===== src/rtl/chip8_pkg.sv =====
// Shared CHIP-8 keypad constants: matrix geometry, row FSM states and the physical-to-CHIP-8 keymap.
// KEYPAD_CHIP8_MAP_EN selects the CHIP-8 layout remap in key_index(); undefined keeps index r*4+c.
package chip8_pkg;

  localparam int unsigned KEY_COUNT = 16;
  localparam int unsigned ROWS      = 4;
  localparam int unsigned COLS      = 4;

  typedef logic [3:0] key_idx_t;

  localparam logic [1:0] ROW0 = 2'd0;
  localparam logic [1:0] ROW1 = 2'd1;
  localparam logic [1:0] ROW2 = 2'd2;
  localparam logic [1:0] ROW3 = 2'd3;

  // Physical position r*4+c -> CHIP-8 key, rows "1 2 3 C / 4 5 6 D / 7 8 9 E / A 0 B F"
  localparam key_idx_t KEYMAP [KEY_COUNT] = '{
    4'h1, 4'h2, 4'h3, 4'hC,
    4'h4, 4'h5, 4'h6, 4'hD,
    4'h7, 4'h8, 4'h9, 4'hE,
    4'hA, 4'h0, 4'hB, 4'hF
  };

  function automatic key_idx_t key_index(input key_idx_t phys);
`ifdef KEYPAD_CHIP8_MAP_EN
    return KEYMAP[phys];
`else
    return phys;
`endif
  endfunction

endpackage


===== src/rtl/key_debounce.sv =====
// One key's debounce: stable state plus a run counter of consecutive disagreeing samples.
// `rose` is combinational so the parent can register the press event on the same edge as `stable`.
module key_debounce #(
  parameter int unsigned DEBOUNCE_SCANS = 4
) (
  input  logic clk,
  input  logic reset,
  input  logic sample_en,
  input  logic sample,
  output logic stable,
  output logic rose
);

  localparam int unsigned CW = $clog2(DEBOUNCE_SCANS) + 1;

  logic [CW-1:0] cnt;
  logic          at_limit;

  assign at_limit = (cnt == CW'(DEBOUNCE_SCANS - 1));
  assign rose     = sample_en && sample && !stable && at_limit;

  always_ff @(posedge clk or negedge reset) begin
    if (!reset) begin
      stable <= 1'b0;
      cnt    <= '0;
    end else if (sample_en) begin
      if (sample == stable) begin
        cnt <= '0;
      end else if (at_limit) begin
        stable <= ~stable;
        cnt    <= '0;
      end else begin
        cnt <= cnt + CW'(1);
      end
    end
  end

endmodule


===== src/rtl/keypad_scanner.sv =====
// 4x4 keypad scanner: column synchroniser, row FSM with settle counter, 16 debouncers, remap and press encode.
// Define KEYPAD_CHIP8_MAP_EN to report keys in the CHIP-8 layout instead of r*4+c.
module keypad_scanner
  import chip8_pkg::*;
#(
  parameter int unsigned SCAN_DIV       = 25_000,
  parameter int unsigned DEBOUNCE_SCANS = 4
) (
  input  logic                 clk,
  input  logic                 reset,
  output logic [ROWS-1:0]      row_n,
  input  logic [COLS-1:0]      col_n,
  output logic [KEY_COUNT-1:0] keys,
  output logic                 key_pressed,
  output logic [3:0]           key_code
);

  localparam int unsigned SW = $clog2(SCAN_DIV);

  logic [COLS-1:0]      col_meta;
  logic [COLS-1:0]      col_sync;
  logic [1:0]           row;
  logic [1:0]           row_next;
  logic [SW-1:0]        settle;
  logic                 sample_en;
  logic [KEY_COUNT-1:0] phys_stable;
  logic [KEY_COUNT-1:0] phys_rose;
  logic [KEY_COUNT-1:0] rose_map;
  logic                 any_rose;
  key_idx_t             first_code;

  // Columns idle high (pull-ups), so the synchroniser resets to all ones
  always_ff @(posedge clk or negedge reset) begin
    if (!reset) begin
      col_meta <= '1;
      col_sync <= '1;
    end else begin
      col_meta <= col_n;
      col_sync <= col_meta;
    end
  end

  assign sample_en = (settle == SW'(SCAN_DIV - 1));

  always_comb begin
    row_next = ROW0;
    case (row)
      ROW0:    row_next = ROW1;
      ROW1:    row_next = ROW2;
      ROW2:    row_next = ROW3;
      ROW3:    row_next = ROW0;
      default: row_next = ROW0;
    endcase
  end

  always_ff @(posedge clk or negedge reset) begin
    if (!reset) begin
      row    <= ROW0;
      settle <= '0;
    end else if (sample_en) begin
      row    <= row_next;
      settle <= '0;
    end else begin
      settle <= settle + SW'(1);
    end
  end

  assign row_n = ~(4'b0001 << row);

  for (genvar p = 0; p < KEY_COUNT; p++) begin : g_key
    key_debounce #(
      .DEBOUNCE_SCANS(DEBOUNCE_SCANS)
    ) u_debounce (
      .clk      (clk),
      .reset    (reset),
      .sample_en(sample_en && (row == 2'(p / COLS))),
      .sample   (~col_sync[p % COLS]),
      .stable   (phys_stable[p]),
      .rose     (phys_rose[p])
    );
  end

  always_comb begin
    keys     = '0;
    rose_map = '0;
    for (int unsigned p = 0; p < KEY_COUNT; p++) begin
      keys[key_index(key_idx_t'(p))]     = phys_stable[p];
      rose_map[key_index(key_idx_t'(p))] = phys_rose[p];
    end
  end

  // Scan from the top down so the lowest mapped index wins when several rise together
  always_comb begin
    first_code = '0;
    for (int unsigned i = KEY_COUNT; i > 0; i--) begin
      if (rose_map[i-1]) first_code = key_idx_t'(i - 1);
    end
  end

  assign any_rose = |rose_map;

  always_ff @(posedge clk or negedge reset) begin
    if (!reset) begin
      key_pressed <= 1'b0;
      key_code    <= '0;
    end else begin
      key_pressed <= any_rose;
      if (any_rose) key_code <= first_code;
    end
  end

endmodule


===== config.mk =====
export PLATFORM = sky130hd
export DESIGN_NAME = keypad_scanner
export DESIGN_NICKNAME = d
export VERILOG_FILES = /design/src/rtl/chip8_pkg.sv /design/src/rtl/key_debounce.sv /design/src/rtl/keypad_scanner.sv
export SDC_FILE = /design/constraint.sdc
export NUM_CORES = 1
export LEC_CHECK = 0
export BUFFER_PORTS_ARGS = -buffer_cell sky130_fd_sc_hd__buf_2
export CORE_MARGIN = 3
export CORE_UTILIZATION = 56
export CTS_CLUSTER_DIAMETER = 60
export DETAILED_ROUTE_END_ITERATION = 10
export PLACE_DENSITY_LB_ADDON = 0.08
export SETUP_SLACK_MARGIN = 0.1
export SYNTH_ARGS = -nofsm -noshare
export SYNTH_HDL_FRONTEND = slang
export SYNTH_SLANG_ARGS = --single-unit

===== constraint.sdc =====
create_clock -name clk -period 5.12 [get_ports clk]
set_input_delay 0.512 -clock clk [delete_from_list [all_inputs] [get_ports clk]]
set_output_delay 0.512 -clock clk [all_outputs]
set_load 0.01 [all_outputs]

==> flow_summary_export.csv, run 1 <==
group,metric,value,unit
detailed_routing,vias,3399,
worst_setup_path,r2r_cells,6,
synth,synthCells,471,
sta,tns,0,ps
job,max-cap-violations,0,
power_and_ir_drop,p_leak,2.58,nW
clock_network,cts_made_buffers,9,
sta,whs,41.1,ps
grt,use_met3,4.81,%
synth,synthArstFlopShare,100,%
grt,grt-ovfl-total,0,
placement,routabilityCongestion,0.822,
synth,synth-compound-area-share,11.7,%
synth,synthFlopType,"dfrtp_1",
final_layout,fin_util,61.9,%
floorplanning,std_cell_rows,33,
synth,synth.avg_cell_area,10.3,um^2
clock_network,postCtsHoldBufs,0,
clock_network,clock_sinks,94,
clock_network,cts_resized,0,
grt,use_met2,32.7,%
final_layout,area_growth,6.35,%
detailed_routing,post_drt_wl_per_cell,15.5,um
sta,period_minus_slack,2800,ps
final_layout,final_nets,513,
synth,synth_top_area_cell,"dfrtp_1",
final_layout,num-fill-cells,699,
worst_setup_path,end_kind,"register",
placement,hpwlAfterDp,6.52,mm
worst_setup_path,startpoint_type,"register",
sta,setup_viol,0,
floorplanning,core-area,8300,um^2
synth,synth.area.top_cells,"dfrtp_1, ha_1, dfstp_2, nand2_1, xor2_1",
final_layout,seq_area,2360,um^2
worst_setup_path,r2r-start,"settle[0]$_DFF_PN0_",
sta,period_share,54.7,%
sta,timing.fmax,357,MHz
final_layout,diodes,0,
floorplanning,dieArea,9780,um^2
power_and_ir_drop,vdd_drop_max,0.155,mV
hold_path,hold_path.class,"in2async",
power_and_ir_drop,power.density,242,nW/um^2
clock_network,postCtsSetupBuffers,0,
worst_setup_path,path_class,"reg2reg",
sta,finalHoldViolations,0,
clock_network,insertion_delay,350,ps
detailed_routing,drcViolationCount,0,
floorplanning,io_pins,31,
detailed_routing,drtAntennaViolNets,0,
synth,synth.area.mux_share,1.48,%
floorplanning,fp.dieW,98.9,um
sta,rsz0062_at_grt,"false",
worst_setup_path,cp_max_fo,16,
grt,grt_util_met1,27.3,%
placement,dpl.cell_count,579,
clock_network,cts_tree,"yes",
final_layout,drive_above_1_share,14.9,%
grt,grt_pass1_vias,3411,
clock_network,cts_buffer_depth,2,
detailed_routing,drtIter0Drc,178,
synth,yosysWarnings,0,
synth,synth_edf_count,0,
outcome,outcome,"complete, no violations",
grt,grt_pass1_wl,15.9,mm
grt,grt_max_degree,70,
worst_setup_path,critical_path.endpoint,"key_code[1]$_DFFE_PN0P_",
worst_setup_path,rrSetupSlack,2320,ps
sta,worst_clock_skew,13.1,ps
synth,synth_top_family_by_area,"simple AND/OR/NAND/NOR gates",
synth,yosysTopAreaCellShare,44.5,%
synth,synth_seq_area_share,48.9,%
final_layout,multi_input_area,2210,um^2
worst_setup_path,rr_endpoint,"key_code[1]$_DFFE_PN0P_",
synth,synthAdderAreaFrac,5.70,%
power_and_ir_drop,finalPower,1.25,mW
synth,synthesis.area,4830,um^2
grt,antenna_found_initial,0,
detailed_routing,firstDrtPassIters,5,
detailed_routing,viasPerCell,5.71,
synth,synth_simple_gate_area_share,21.9,%
detailed_routing,routed_wl,9.25,mm
worst_setup_path,cp_data_required_time,5360,ps
sta,slew_headroom,42.7,%
worst_setup_path,worstPathArrival,3050,ps
sta,worstMarginPinSlew,859,ps
synth,syn_nets,499,
synth,ys_seq_elements,94,
placement,portBuffers,30,
floorplanning,start_util,58.2,%
clock_network,htreeDepth,3,
synth,yosysMostFrequentCell,"dfrtp_1",
synth,synthTopCellsByCount,"dfrtp_1, nand2_1, o21ai_0",
clock_network,clockRootBuffer,"clkbuf_8",
grt,busiest_layer,"met2",
grt,track_usage,20.2,%
synth,synth_xor_area_share,4.90,%
clock_network,clk_pin_slew,90,ps
final_layout,fin_cells,595,
synth,synth_cell_types,51,
floorplanning,fp.dieH,98.9,um
worst_setup_path,crit_start,"settle[0]$_DFF_PN0_",
sta,slew_viol_final,0,
## layout make-up
cell class / instances / share of cell area [%]
tap: 105 / 2.56
inverter: 22 / 1.61
sequential: 94 / 46.0
timing repair buffer: 32 / 3.26
clock inverter: 4 / 0.609
clock buffer: 12 / 3.02
multi-input combinational: 326 / 43.0
## layout by cell type (no fill, tap or decap), drive strengths merged, types with 11 or more instances in the layout
| cell | synthesis | layout |
|---|---|---|
| and2 | 11 | 11 |
| buf | 21 | 32 |
| clkbuf | 8 | 12 |
| dfrtp | 86 | 86 |
| ha | 22 | 22 |
| inv | 22 | 23 |
| nand2 | 54 | 54 |
| nand3 | 21 | 21 |
| nor2 | 27 | 27 |
| nor2b | 11 | 11 |
| nor4b | 11 | 11 |
| o21ai | 34 | 34 |
| o31ai | 16 | 16 |
| xor2 | 23 | 23 |
## worst min-delay path by stage
stage,start,to,slack [ps]
after floorplan,reset,g_key[0].u_debounce.cnt[0]$_DFFE_PN0P_,220
after global placement,col_meta[1]$_DFF_PN1_,col_sync[1]$_DFF_PN1_,350
after detailed placement,col_meta[0]$_DFF_PN1_,col_sync[0]$_DFF_PN1_,350
after CTS,reset,g_key[3].u_debounce.cnt[0]$_DFFE_PN0P_,40
after global routing,reset,g_key[3].u_debounce.stable$_DFFE_PN0P_,40
final,reset,g_key[3].u_debounce.stable$_DFFE_PN0P_,40
## registers in the layout, summed over array words and instances, names as in the netlist
| register | count |
|---|---|
| col_meta | 4 |
| key_pressed | 1 |
| key_code | 4 |
| col_sync | 4 |
| settle | 15 |
| row | 2 |
| g_key.u_debounce.cnt | 48 |
| g_key.u_debounce.stable | 16 |
## through the flow
| step | area [um^2] | worst slack [ps] |
|---|---|---|
| global placement | 4950 | 2410 |
| CTS | 5140 | 2290 |
| floorplan | 4830 | 2810 |
| global route | 5140 | 2060 |
| detailed placement | 4950 | 2320 |
| finish | 5140 | 2320 |
## report_power, final
group,internal (mW),switching (mW),total [mW]
combinational,0.00589,0.0211,0.0270
sequential,0.748,0.00874,0.757
clock,0.205,0.257,0.462
total,0.959,0.287,1.25
## kinds of logic (layout without fill, tap and decap cells)
group / after synthesis / in the layout
flops: 94 / 94
buf+inv: 51 / 70
xor+xnor: 27 / 27
simple gates: 184 / 184
mux: 7 / 7
compound gates: 86 / 86
fa+ha+maj: 22 / 22
## critical path, stage by stage (launching register included)
cell      delay (ps)
dfrtp_1          400
ha_1             240
nand4_1          390
nor4_4           860
a32o_1           240
nand3b_1         200
mux2_2           360
## layer usage
metal,vias to the layer above,wire (um)
li1,1668,-
met1,1665,4440
met2,58,4370
met3,8,341
met4,0,107
met5,-,0
Power figures use the tool's default switching activity.
==> inputs of run 2 (changes only) <==
--- a/config.mk
+++ b/config.mk
@@ -7,7 +7,7 @@
 export LEC_CHECK = 0
 export BUFFER_PORTS_ARGS = -buffer_cell sky130_fd_sc_hd__buf_2
 export CORE_MARGIN = 3
-export CORE_UTILIZATION = 56
+export CORE_UTILIZATION = 55
 export CTS_CLUSTER_DIAMETER = 60
 export DETAILED_ROUTE_END_ITERATION = 10
 export PLACE_DENSITY_LB_ADDON = 0.08
==> constraint.sdc (replaced) <==
create_clock -name clk -period 2.3 [get_ports clk]
set_input_delay 0.23 -clock clk [delete_from_list [all_inputs] [get_ports clk]]
set_output_delay 0.23 -clock clk [all_outputs]
set_load 0.01 [all_outputs]
==> run 2 against run 1 <==
The flow now finishes with violations (negative setup slack). First-iteration DRC count fell by 34%. Sequential cell count unchanged. Hold slack better by 310 ps. Final area rose by 18%. Combinational power increased to 3.8 times the previous value. Fmax is 20% higher. Wire length rose by 15%. Clock skew is 2.4 ps lower. Non-clock buffer count is 66 higher. Sequential power is 120% higher. Final cell count increased by 11%. Critical path type unchanged. Critical endpoint unchanged. Largest cell class is now multi-input gates. Highest routed layer unchanged.
==> flow_summary_export.csv, run 2 (same netlist as run 1, synthesis figures left out) <==
group,metric,value,unit
worst_setup_path,path_class,"reg2reg",
placement,placed_area,5260,um^2
job,max-cap-violations,0,
power_and_ir_drop,power.density,497,nW/um^2
grt,grt_pass1_vias,3536,
floorplanning,std_cell_rows,33,
sta,setup_ws,-41.0,ps
grt,antenna_found_initial,0,
final_layout,finalInstanceArea,6040,um^2
grt,grt_pass1_wl,17.4,mm
sta,timing.fmax,427,MHz
worst_setup_path,max_stage_delay,560,ps
clock_network,clockRootBuffer,"clkbuf_8",
floorplanning,fp.dieW,99.7,um
placement,routabilityCongestion,0.819,
final_layout,largest_reg_flops,48,
floorplanning,start_util,57.6,%
detailed_routing,dr.max_layer_used,"met4",
detailed_routing,firstDrtPassIters,5,
floorplanning,fp.dieH,99.7,um
final_layout,num-fill-cells,631,
sta,finalHoldViolations,0,
clock_network,cts_buffer_depth,2,
clock_network,insertion_delay,370,ps
sta,slew_viol_final,0,
floorplanning,core-area,8380,um^2
clock_network,clock_sinks,94,
clock_network,cts_tree,"yes",
power_and_ir_drop,p_leak,3.09,nW
placement,portBuffers,30,
detailed_routing,routed_wl,10.7,mm
grt,grt-ovfl-total,0,
outcome,violations,"negative setup slack",
detailed_routing,drcViolationCount,0,
final_layout,drive_above_1_share,30.6,%
worst_setup_path,end_kind,"register",
sta,worst_clock_skew,10.7,ps
sta,period_minus_slack,2340,ps
hold_path,hold_path.class,"reg2reg",
sta,whs,351,ps
clock_network,cts_made_buffers,9,
grt,track_usage,22.1,%
placement,hpwlAfterDp,7.09,mm
clock_network,htreeDepth,3,
floorplanning,dieArea,9940,um^2
placement,dpl.cell_count,614,
final_layout,final_cell_mix,"dfrtp_1, buf_4, nand2_1",
detailed_routing,vias,3716,
clock_network,clk_pin_slew,90,ps
detailed_routing,wl_met2,5.16,mm
final_layout,fin_util,72.1,%
final_layout,top_register,"g_key.u_debounce.cnt",
sta,slew_headroom,57.9,%
final_layout,multi_input_area,2490,um^2
detailed_routing,drtAntennaViolNets,0,
detailed_routing,wl_met1,5.06,mm
final_layout,area_growth,25.0,%
worst_setup_path,path_cells,"ha_2 -> nor4b_4 -> or4_4 -> a32o_2 -> nand3b_1 -> mux2_4",
final_layout,top_regs,"g_key.u_debounce.cnt: 48 flops, g_key.u_debounce.stable: 16 flops, settle: 15 flops",
detailed_routing,post_drt_wl_per_cell,16.1,um
final_layout,fin_cells,661,
sta,setup_viol,1,
worst_setup_path,cp_max_fo,4,
sta,worstMarginPinSlew,631,ps
final_layout,diodes,0,
grt,grt_max_degree,49,
worst_setup_path,cp_slowest_cell,"or4_4",
worst_setup_path,rrSetupSlack,-40,ps
worst_setup_path,worstPathArrival,2590,ps
sta,period_share,102,%
power_and_ir_drop,vdd_drop_max,0.289,mV
detailed_routing,drtIter0Drc,117,
detailed_routing,wl_met3,314,um
final_layout,final_nets,579,
sta,rsz0062_at_grt,"true",
floorplanning,io_pins,31,
detailed_routing,viasPerCell,5.62,
final_layout,seq_area,2360,um^2
worst_setup_path,cp_data_required_time,2550,ps
worst_setup_path,startpoint_type,"register",
final_layout,final_common_cell,"dfrtp_1",
outcome,outcome,"finished, violations left",
==> run 2: changes by cell type in the layout (fill, tap and decap cells not counted), sizes merged, moves of 2 or more <==
cell | before | now
buf | 32 | 92
bufinv | 0 | 2
clkinvlp | 3 | 0
dlygate4sd3 | 0 | 5
inv | 23 | 25
==> run 2: repair_timing <==
action	CTS	global route
setup endpoints to repair	16	22
buffers inserted	10	16
gates resized for setup	13	45
pin swaps	6	6
endpoints found under the hold margin	45	0
gates cloned	0	1
hold buffers	5	0
==> run 2: routing by layer <==
metal | up-vias | track usage, %
li1 | 1804 | -
met1 | 1848 | 30.1
met2 | 52 | 35.8
met3 | 12 | 4.42
met4 | 0 | 7.14
met5 | - | 0
==> run 2: per-stage QoR <==
step	setup WS (ps)	total power, mW	TNS (ps)
detailed placement	-70.3	1.79	-107
finish	-41.0	3.00	-41.0
CTS	39.0	3.03	0
global route	-88.8	3.11	-130
floorplan	47.4	1.73	0
global placement	-3.39	1.79	-3.39
==> run 2: critical path: cells and delay by family, from the launching register on <==
kind / cells / cell delay [ps]
compound gates: 1 / 290
fa+ha+maj: 1 / 200
flops: 1 / 390
mux: 1 / 360
simple gates: 3 / 990
==> run 2: power by group <==
| group | internal [mW] | switching, mW |
|---|---|---|
| clock | 0.623 | 0.602 |
| combinational | 0.0324 | 0.0708 |
| sequential | 1.66 | 0.00803 |
| total | 2.32 | 0.681 |
==> run 2: cell type report <==
class                           instances  share of cell area (%)
Clock buffer                           10                    2.11
Clock inverter                          6                    1.51
Multi-Input combinational cell        326                    41.2
Timing Repair Buffer                   98                    12.6
Inverter                               22                    1.37
Tap cell                              105                    2.17
Sequential cell                        94                    39.1
==> run 2: worst paths after layout <==
kind / cells past startpoint / endpoint / startpoint
worst max-delay path: 6 / key_code[1]$_DFFE_PN0P_ / g_key[0].u_debounce.cnt[0]$_DFFE_PN0P_
worst min-delay path: 0 / col_sync[1]$_DFF_PN1_ / col_meta[1]$_DFF_PN1_
worst max register to register: 6 / key_code[1]$_DFFE_PN0P_ / g_key[0].u_debounce.cnt[0]$_DFFE_PN0P_
worst min register to register: 0 / col_sync[1]$_DFF_PN1_ / col_meta[1]$_DFF_PN1_
max in group asynchronous: 3 / col_meta[2]$_DFF_PN1_ / reset
min in group asynchronous: 2 / g_key[11].u_debounce.stable$_DFFE_PN0P_ / reset
==> inputs of run 3 (changes only) <==
--- a/config.mk
+++ b/config.mk
@@ -7,7 +7,8 @@
 export LEC_CHECK = 0
 export BUFFER_PORTS_ARGS = -buffer_cell sky130_fd_sc_hd__buf_2
 export CORE_MARGIN = 3
-export CORE_UTILIZATION = 55
+export CORE_UTILIZATION = 56
+export CTS_BUF_LIST = sky130_fd_sc_hd__clkbuf_4
 export CTS_CLUSTER_DIAMETER = 60
 export DETAILED_ROUTE_END_ITERATION = 10
 export PLACE_DENSITY_LB_ADDON = 0.08
==> run 3 against run 2 <==
The flow now finishes without violations. Largest cell class is now registers. Highest routed layer unchanged. Sequential cell count is the same. Final cell count shrank 0.15%. Largest power group unchanged. Final area shrank 5.0%. Clock-buffer cell count is the same. Critical endpoint unchanged.
==> flow_summary_export.csv, run 3 (same netlist as run 1, synthesis figures left out) <==
group,metric,value,unit
outcome,outcome,"complete, no violations",
sta,finalHoldViolations,0,
sta,timing.fmax,436,MHz
detailed_routing,drtAntennaViolNets,0,
sta,period_share,99.7,%
placement,hpwlAfterDp,7.18,mm
final_layout,area_growth,18.9,%
detailed_routing,drcViolationCount,0,
clock_network,clockRootBuffer,"clkbuf_4",
detailed_routing,post_drt_wl_per_cell,15.4,um
power_and_ir_drop,p_leak,2.94,nW
worst_setup_path,worstPathArrival,2640,ps
grt,antenna_found_initial,0,
floorplanning,std_cell_rows,33,
worst_setup_path,cp_max_fo,4,
grt,grt_pass1_wl,17.1,mm
final_layout,largest_reg_flops,48,
power_and_ir_drop,power_frac_comb,3.8,%
clock_network,htreeDepth,3,
detailed_routing,drtIter0Drc,182,
final_layout,finalInstanceArea,5740,um^2
sta,slew_headroom,58.2,%
detailed_routing,viasPerCell,5.49,
clock_network,clock_sinks,94,
final_layout,final_nets,578,
detailed_routing,routed_wl,10.2,mm
power_and_ir_drop,vdd_drop_max,0.362,mV
worst_setup_path,startpoint_type,"register",
final_layout,drive_above_1_share,27.9,%
sta,setup_ws,7.56,ps
power_and_ir_drop,switching_share,24.9,%
placement,post-place-ws,-67.1,ps
final_layout,top_regs,"g_key.u_debounce.cnt: 48 flops, g_key.u_debounce.stable: 16 flops, settle: 15 flops",
placement,placed_area,5260,um^2
final_layout,final_cell_mix,"dfrtp_1, buf_4, nand2_1",
job,max-cap-violations,0,
worst_setup_path,end_kind,"register",
hold_path,hold_path.class,"in2async",
clock_network,insertion_delay,450,ps
final_layout,final_common_cell,"dfrtp_1",
floorplanning,core-area,8300,um^2
floorplanning,fp.dieH,98.9,um
placement,routabilityCongestion,0.905,
sta,slew_viol_final,0,
sta,rsz0062_at_grt,"true",
sta,setup_viol,0,
floorplanning,dieArea,9780,um^2
clock_network,clk_pin_slew,140,ps
clock_network,cts_made_buffers,9,
placement,portBuffers,30,
sta,whs,321,ps
sta,worst_clock_skew,17.2,ps
final_layout,diodes,0,
detailed_routing,vias,3626,
worst_setup_path,path_class,"reg2reg",
clock_network,cts_tree,"yes",
sta,worstMarginPinSlew,628,ps
detailed_routing,firstDrtPassIters,4,
floorplanning,io_pins,31,
power_and_ir_drop,pwr-share-clk,31.3,%
grt,track_usage,21.6,%
floorplanning,fp.dieW,98.9,um
grt,grt-ovfl-total,0,
clock_network,cts_buffer_depth,2,
power_and_ir_drop,power.density,450,nW/um^2
power_and_ir_drop,p_seq_share,64.9,%
power_and_ir_drop,p_int,1.94,mW
floorplanning,start_util,58.2,%
final_layout,num-fill-cells,656,
final_layout,top_register,"g_key.u_debounce.cnt",
sta,period_minus_slack,2290,ps
power_and_ir_drop,power.switching,644,uW
worst_setup_path,cp_data_required_time,2650,ps
grt,grt_max_degree,49,
grt,grt_pass1_vias,3563,
-- run 3: cell count changes in the layout (fill, tap and decap cells not counted), sizes merged --
| cell | before | now |
|---|---|---|
| bufinv | 2 | 0 |
| clkbuf | 11 | 10 |
| clkinvlp | 0 | 3 |
| inv | 25 | 24 |
-- run 3: metrics by stage --
step           std cells  setup TNS, ps  util [%]  total power [mW]
2_1_floorplan        471              0         -              1.73
3_3_place_gp         617              0      63.3              1.79
3_5_place_dp         617           -265      63.3              1.79
4_1_cts              643              0      66.4              2.60
5_1_grt              660           -102      69.2              2.69
6_report             660              0      69.2              2.58
-- run 3: worst max-delay path, stage by stage (launching register included) --
cell	delay [ps]
dfrtp_1	420
ha_2	200
nor4b_4	130
or4_4	540
a32o_2	290
nand3b_1	260
mux2_4	350
-- run 3: layer usage --
metal | routed length [um] | global-route usage (%) | vias to the layer above
met5 | 0 | 0 | -
met4 | 99 | 5.78 | 0
met3 | 371 | 4.74 | 7
met2 | 4890 | 33.9 | 50
met1 | 4800 | 30.7 | 1765
li1 | - | - | 1804
-- run 3: worst paths after layout --
check / startpoint / slack (ps) / end / cells past startpoint
max: g_key[0].u_debounce.cnt[1]$_DFFE_PN0P_ / 8 / key_code[1]$_DFFE_PN0P_ / 6
min: reset / 320 / g_key[11].u_debounce.cnt[0]$_DFFE_PN0N_ / 2
max reg2reg: g_key[0].u_debounce.cnt[1]$_DFFE_PN0P_ / 8 / key_code[1]$_DFFE_PN0P_ / 6
min reg2reg: col_meta[1]$_DFF_PN1_ / 370 / col_sync[1]$_DFF_PN1_ / 0
max in group asynchronous: reset / 1270 / col_meta[2]$_DFF_PN1_ / 3
min in group clk: col_meta[1]$_DFF_PN1_ / 370 / col_sync[1]$_DFF_PN1_ / 0
-- run 3: power groups by stage --
stage               Clock, mW  Sequential (mW)  Combinational [mW]
CTS                     0.837             1.68              0.0898
finish                  0.810             1.68              0.0980
detailed placement          0             1.71              0.0824
floorplan                   0             1.70              0.0301
global placement            0             1.71              0.0817
global route            0.902             1.68               0.111
-- run 3: timing repair --
action,in CTS,in global routing
endpoints found under the hold margin,47,0
endpoints found under the setup margin,30,26
setup buffers,5,18
gates resized for setup,10,21
pin swaps,11,8
hold buffers,5,0
-- run 3: final cells by class --
cell class / count / area, um^2 / area share (%)
inverter: 22 / 82.6 / 1.44
clock inverter: 6 / 45.0 / 0.784
clock buffer: 10 / 75.1 / 1.31
multi-input combinational: 326 / 2360 / 41.1
tap: 105 / 131 / 2.29
sequential: 94 / 2360 / 41.1
timing repair buffer: 97 / 688 / 12.0
